--- config.mk ---
export PLATFORM = sky130hd
export DESIGN_NAME = alu_muldiv_ctrl
export DESIGN_NICKNAME = d
export VERILOG_FILES = /design/src/rtl/alu_muldiv_ctrl.sv
export SDC_FILE = /design/constraint.sdc
export NUM_CORES = 1
export LEC_CHECK = 0
export BUFFER_PORTS_ARGS = -buffer_cell sky130_fd_sc_hd__buf_2
export CORE_MARGIN = 2
export CORE_UTILIZATION = 40
export CTS_BUF_LIST = sky130_fd_sc_hd__clkbuf_16
export DETAILED_ROUTE_END_ITERATION = 16
export PLACE_DENSITY_LB_ADDON = 0.12
export RECOVER_POWER = 25
export SLEW_MARGIN = 30
export SYNTH_ARGS = -nofsm -noshare
export SYNTH_HDL_FRONTEND = slang
export SYNTH_SLANG_ARGS = --single-unit
--- constraint.sdc ---
create_clock -name clk -period 8.58 [get_ports clk]
set_input_delay 2.145 -clock clk [delete_from_list [all_inputs] [get_ports clk]]
set_output_delay 2.145 -clock clk [all_outputs]
set_load 0.01 [all_outputs]
--- src/rtl/alu_muldiv_ctrl.sv ---
// Multi-cycle multiply/divide sequencer owning the HI/LO pair: 32-step shift-add multiply, restoring divide.
// Optional feature macro: ALU_MULDIV_DIV0_TRAP_EN (divide-by-zero short-circuits to FIX and flags div0).
module alu_muldiv_ctrl #(
    parameter int WIDTH = 32,
    parameter int CNT_W = 6
) (
    input  logic             clk,
    input  logic             reset,
    input  logic             start,
    input  logic [1:0]       op,
    input  logic             sign,
    input  logic [WIDTH-1:0] A,
    input  logic [WIDTH-1:0] B,
    output logic             busy,
    output logic             done,
    output logic             div0,
    output logic [WIDTH-1:0] outHI,
    output logic [WIDTH-1:0] outLO
);

    typedef enum logic [1:0] {S_IDLE = 2'd0, S_MUL = 2'd1, S_DIV = 2'd2, S_FIX = 2'd3} state_t;

    localparam logic [1:0] OP_MULT = 2'b00;
    localparam logic [1:0] OP_DIV  = 2'b01;
    localparam logic [1:0] OP_MTHI = 2'b10;
    localparam logic [1:0] OP_MTLO = 2'b11;
    localparam logic [CNT_W-1:0] LAST_STEP = CNT_W'(WIDTH - 1);

    state_t            state_q, state_d;
    logic [CNT_W-1:0]  cnt_q, cnt_d;
    logic [WIDTH-1:0]  a_q, a_d, b_q, b_d;
    logic [WIDTH-1:0]  whi_q, whi_d, wlo_q, wlo_d;
    logic [WIDTH-1:0]  hi_q, hi_d, lo_q, lo_d;
    logic              neg_res_q, neg_res_d, neg_rem_q, neg_rem_d;
    logic              is_div_q, is_div_d, trap_q, trap_d;
    logic              busy_q, busy_d, done_q, done_d, div0_q, div0_d;

    logic [WIDTH-1:0]   mag_a_s, mag_b_s;
    logic [WIDTH:0]     mul_sum_s, div_shift_s;
    logic [WIDTH+1:0]   div_diff_s;
    logic [2*WIDTH-1:0] prod_s;

    // Operand magnitudes and one datapath step for each of multiply and divide
    always_comb begin
        mag_a_s     = (sign && A[WIDTH-1]) ? (~A + {{(WIDTH-1){1'b0}}, 1'b1}) : A;
        mag_b_s     = (sign && B[WIDTH-1]) ? (~B + {{(WIDTH-1){1'b0}}, 1'b1}) : B;
        mul_sum_s   = {1'b0, whi_q} + (wlo_q[0] ? {1'b0, a_q} : {(WIDTH+1){1'b0}});
        div_shift_s = {whi_q, wlo_q[WIDTH-1]};
        div_diff_s  = {1'b0, div_shift_s} - {2'b00, b_q};
        prod_s      = {whi_q, wlo_q};
        if (neg_res_q) begin
            prod_s = ~prod_s + {{(2*WIDTH-1){1'b0}}, 1'b1};
        end else begin
            prod_s = {whi_q, wlo_q};
        end
    end

    // Next-state and datapath control
    always_comb begin
        state_d   = state_q;
        cnt_d     = cnt_q;
        a_d       = a_q;
        b_d       = b_q;
        whi_d     = whi_q;
        wlo_d     = wlo_q;
        hi_d      = hi_q;
        lo_d      = lo_q;
        neg_res_d = neg_res_q;
        neg_rem_d = neg_rem_q;
        is_div_d  = is_div_q;
        trap_d    = trap_q;
        done_d    = 1'b0;
        div0_d    = 1'b0;
        case (state_q)
            S_IDLE: begin
                if (start) begin
                    a_d       = mag_a_s;
                    b_d       = mag_b_s;
                    neg_res_d = sign & (A[WIDTH-1] ^ B[WIDTH-1]);
                    neg_rem_d = sign & A[WIDTH-1];
                    cnt_d     = {CNT_W{1'b0}};
                    whi_d     = {WIDTH{1'b0}};
                    trap_d    = 1'b0;
                    case (op)
                        OP_MULT: begin
                            wlo_d    = mag_b_s;
                            is_div_d = 1'b0;
                            state_d  = S_MUL;
                        end
                        OP_DIV: begin
                            wlo_d    = mag_a_s;
                            is_div_d = 1'b1;
`ifdef ALU_MULDIV_DIV0_TRAP_EN
                            if (B == {WIDTH{1'b0}}) begin
                                trap_d  = 1'b1;
                                state_d = S_FIX;
                            end else begin
                                state_d = S_DIV;
                            end
`else
                            state_d  = S_DIV;
`endif
                        end
                        OP_MTHI: begin
                            hi_d   = A;
                            done_d = 1'b1;
                        end
                        OP_MTLO: begin
                            lo_d   = A;
                            done_d = 1'b1;
                        end
                        default: state_d = S_IDLE;
                    endcase
                end else begin
                    state_d = S_IDLE;
                end
            end
            S_MUL: begin
                whi_d = mul_sum_s[WIDTH:1];
                wlo_d = {mul_sum_s[0], wlo_q[WIDTH-1:1]};
                cnt_d = cnt_q + {{(CNT_W-1){1'b0}}, 1'b1};
                if (cnt_q == LAST_STEP) begin
                    state_d = S_FIX;
                end else begin
                    state_d = S_MUL;
                end
            end
            S_DIV: begin
                // Restore (keep the shifted remainder) whenever the trial subtraction goes negative
                if (div_diff_s[WIDTH+1]) begin
                    whi_d = div_shift_s[WIDTH-1:0];
                end else begin
                    whi_d = div_diff_s[WIDTH-1:0];
                end
                wlo_d = {wlo_q[WIDTH-2:0], ~div_diff_s[WIDTH+1]};
                cnt_d = cnt_q + {{(CNT_W-1){1'b0}}, 1'b1};
                if (cnt_q == LAST_STEP) begin
                    state_d = S_FIX;
                end else begin
                    state_d = S_DIV;
                end
            end
            S_FIX: begin
                state_d = S_IDLE;
                done_d  = 1'b1;
                if (trap_q) begin
                    div0_d = 1'b1;
                end else if (is_div_q) begin
                    lo_d = neg_res_q ? (~wlo_q + {{(WIDTH-1){1'b0}}, 1'b1}) : wlo_q;
                    hi_d = neg_rem_q ? (~whi_q + {{(WIDTH-1){1'b0}}, 1'b1}) : whi_q;
                end else begin
                    hi_d = prod_s[2*WIDTH-1:WIDTH];
                    lo_d = prod_s[WIDTH-1:0];
                end
            end
            default: state_d = S_IDLE;
        endcase
        busy_d = (state_d != S_IDLE);
    end

    // State and output registers with synchronous reset
    always_ff @(posedge clk) begin
        if (reset) begin
            state_q   <= S_IDLE;
            cnt_q     <= {CNT_W{1'b0}};
            a_q       <= {WIDTH{1'b0}};
            b_q       <= {WIDTH{1'b0}};
            whi_q     <= {WIDTH{1'b0}};
            wlo_q     <= {WIDTH{1'b0}};
            hi_q      <= {WIDTH{1'b0}};
            lo_q      <= {WIDTH{1'b0}};
            neg_res_q <= 1'b0;
            neg_rem_q <= 1'b0;
            is_div_q  <= 1'b0;
            trap_q    <= 1'b0;
            busy_q    <= 1'b0;
            done_q    <= 1'b0;
            div0_q    <= 1'b0;
        end else begin
            state_q   <= state_d;
            cnt_q     <= cnt_d;
            a_q       <= a_d;
            b_q       <= b_d;
            whi_q     <= whi_d;
            wlo_q     <= wlo_d;
            hi_q      <= hi_d;
            lo_q      <= lo_d;
            neg_res_q <= neg_res_d;
            neg_rem_q <= neg_rem_d;
            is_div_q  <= is_div_d;
            trap_q    <= trap_d;
            busy_q    <= busy_d;
            done_q    <= done_d;
            div0_q    <= div0_d;
        end
    end

    assign busy  = busy_q;
    assign done  = done_q;
    assign div0  = div0_q;
    assign outHI = hi_q;
    assign outLO = lo_q;

endmodule

==> impl_metrics.csv <==
group,metric,value,unit
run_status,status,"finished, violations left",
run_status,failed_checks,"max-capacitance violations, max-slew violations",
detailed_routing,drc_errors,0,
logic_synthesis,synth_top_area_share,26.8,%
detailed_routing,drt-total-wl,61200,µm
global_route,grt_first_pass_wirelength,91300,µm
critical_path,r2r-end,"whi_q[25]$_SDFFE_PP0P_",
pwr,total_power,2840,µW
die,rows,71,
worst_hold_path,hold_depth,2,
detailed_routing,wl_met2,26900,µm
die,die-area,39900,µm²
critical_path,reg2reg_depth,15,
timing,max_clock_freq,0.168,GHz
critical_path,cp.required,9.02,ns
die,io_pins,137,
clock_tree,cts_tree,"built",
die,start_util,40.6,%
timing,tns,0,ns
logic_synthesis,synth_edf_count,0,
timing,worst_pin_slew,3.54,ns
detailed_routing,vias,15900,
clock_tree,cts-resized-gates,0,
detailed_routing,drtIter0Drc,1532,
pwr,p_leak,0.00691,µW
logic_synthesis,syn_area,15300,µm²
critical_path,cp_common_cell,"o21ai_0",
logic_synthesis,yosysWarnings,0,
pwr,ir_drop,148,µV
global_route,overflow,0,
logic_synthesis,avgSynthCellArea,7.34,µm²
timing,whs,0.456,ns
global_route,grt_use_total,30.3,%
die,die_h,200,µm
die,die_w,200,µm
clock_tree,ctsHtreeMaxLevel,1,
detailed_routing,m1WireLength,27600,µm
layout,synthToLayoutAreaGrowth,11.9,%
placed_design,port_buffers,135,
run,cap_violations,1,
critical_path,worst_path_largest_cell_delay,2.33,ns
critical_path,worst_path_max_delay_cell,"clkbuf_2",
worst_hold_path,min_to,"a_q[0]$_SDFFE_PP0P_",
clock_tree,cts_buffers,25,
timing,final-hold-violation-count,0,
logic_synthesis,synth_top_cells_by_area,"dfxtp_1 27%, a21oi_1 7.8%, nor2_1 6.8%",
layout,diodes,0,
critical_path,critPathTopFamily,"buffers and inverters",
layout,layout_common_cells,"275 x nor2_1, 239 x a21oi_1, 205 x dfxtp_1, 187 x nand2_1, 119 x a211oi_1",
logic_synthesis,synthFlopType,"dfxtp_1",
timing,rsz0062_at_grt,"false",
placed_design,dp_hpwl,47200,µm
logic_synthesis,synth_largest_area_cell,"dfxtp_1",
logic_synthesis,ys_ff_latch,205,
layout,finalNetCount,2274,
clock_tree,cts_setup_buffers,0,
critical_path,worst_setup_path_end_kind,"flop",
logic_synthesis,synth_cell_types,84,
detailed_routing,wl_per_cell,23.1,µm
global_route,grt_pass1_vias,14900,
clock_tree,hold_buffers,0,
timing,finalMaxSlewViolations,163,
clock_tree,insertion_delay,0.56,ns
detailed_routing,drt-pass1-iter-count,6,
logic_synthesis,async_reset_ff_share,0,%
placed_design,gp_congestion,0.925,
clock_tree,cts_buffer_depth,3,
worst_hold_path,min_from,"a_q[0]$_SDFFE_PP0P_",
logic_synthesis,synth_nets,2235,
detailed_routing,via_per_inst,5.98,
detailed_routing,ant_nets,0,
detailed_routing,wl_met3,4010,µm
timing,final.min_clock_period,5.94,ns
timing,fin_worst_skew,0.00964,ns
clock_tree,cts_num_sinks,205,
critical_path,cp_cell_sequence,"clkbuf_4, clkbuf_2, nor2_1, nand2_1, o21ai_0, a211oi_1, o21ai_0",
timing,slew_headroom,-136,%
detailed_routing,top_layer,"met5",
critical_path,arrival,6.39,ns
critical_path,cp-start-kind,"primary input",
clock_tree,clock-root-buffer,"clkbuf_16",
layout,layout-drive-gt1-share,8.53,%
global_route,grt_max_degree,163,
pwr,p_per_area,166,nW/µm²
die,core,37800,µm²
worst_hold_path,min_path_type,"flop to flop",
critical_path,cp_max_fo,162,
critical_path,setup.worst_path.class,"primary input to flop",
logic_synthesis,yosysSeqAreaShare,26.8,%
global_route,antenna_found_initial,3,
layout,final_common_cell,"nor2_1",
timing,timing.final.crit_share,69.3,%
timing,setup_viol,0,
critical_path,r2r-start,"wlo_q[0]$_SDFFE_PP0P_",
clock_tree,path_clk_slew,0.06,ns
critical_path,path_buf_inv,2,
critical_path,reg2reg_setup_slack,4.34,ns
logic_synthesis,synth_cells,2090,
## cell families after synthesis
family,count (synthesis),share of synthesized area [%]
compound gates,700,29.1
other cells,1,0.0245
xor+xnor,175,9.99
buf+inv,207,5.21
simple gates,707,21.3
flops,205,26.8
mux,20,1.34
fa+ha+maj,75,6.22
## per-layer routing
layer  vias up  global-route usage, %
met1      7553                   42.5
met3       131                   4.33
li1       7598                      -
met5         -                      0
met2       585                   46.9
met4         4                   11.7
## final cells by class
type	count	area, µm²
clock buffer	25	626
clock inverter	18	275
fill	3933	20600
inverter	65	244
multi-input combinational	1678	10500
sequential	205	4100
tap	511	639
timing repair buffer	154	781
## power by group
| group | switching [µW] | internal (µW) | leakage [µW] |
|---|---|---|---|
| Combinational | 398 | 192 | 0.00478 |
| Clock | 449 | 740 | 0.000453 |
| Sequential | 55.2 | 1010 | 0.00168 |
## flip-flops by register name, indices dropped and copies added, names as in the netlist
signal     cells
a_q           32
b_q           32
busy           1
cnt_q          6
done           1
is_div_q       1
neg_rem_q      1
neg_res_q      1
outHI         32
outLO         32
state_q        2
whi_q         32
wlo_q         32
## Yosys cell counts (all sizes together) (13+ instances only)
library cell	number
o211ai	20
a21oi	240
inv	65
a31oi	23
clkbuf	134
a211oi	119
a21o	25
a22o	13
nor4	20
dfxtp	205
nand2b	28
and2	45
a22oi	47
nand2	190
o31ai	17
o21ai	111
nor3	39
nand3	23
nor2	278
mux2i	19
xor2	94
ha	73
xnor2	81
or4	15
## worst max path at each step
stage / slack, ns / from / end / depth (start not counted)
after floorplan: 4.12 / A[21] / wlo_q[30]$_SDFFE_PP0P_ / 10
after global placement: 3.60 / B[3] / wlo_q[29]$_SDFFE_PP0P_ / 11
after detailed placement: 3.55 / A[5] / wlo_q[30]$_SDFFE_PP0P_ / 11
after CTS: 4.14 / A[5] / wlo_q[30]$_SDFFE_PP0P_ / 11
after global routing: 2.20 / reset / whi_q[31]$_SDFFE_PP0P_ / 7
final: 2.64 / reset / whi_q[31]$_SDFFE_PP0P_ / 7
## worst reg2reg max path: stages, from the launching register on
cell,delay (ns)
dfxtp_1,0.69
buf_4,0.36
and2_1,0.16
ha_1,0.19
inv_1,0.06
fa_1,0.38
nand2b_1,0.20
a21oi_1,0.36
o211ai_1,0.20
a31oi_1,0.26
o211ai_1,0.17
a31oi_1,0.29
o21ai_0,0.19
nand2b_1,0.12
xnor2_1,0.24
o221ai_1,0.20
## stage by stage
| stage | util (%) | instances | area, µm² | setup slack (ns) |
|---|---|---|---|---|
| 3_3_place_gp | 43.2 | 2613 | 16300 | 3.60 |
| 6_report | 45.4 | 2656 | 17200 | 2.64 |
| 4_1_cts | 45.6 | 2656 | 17200 | 4.14 |
| 2_1_floorplan | - | 2090 | 15300 | 4.12 |
| 3_5_place_dp | 43.2 | 2613 | 16300 | 3.55 |
| 5_1_grt | 45.4 | 2656 | 17200 | 2.20 |
No activity file was read; power rests on OpenSTA's default activity.
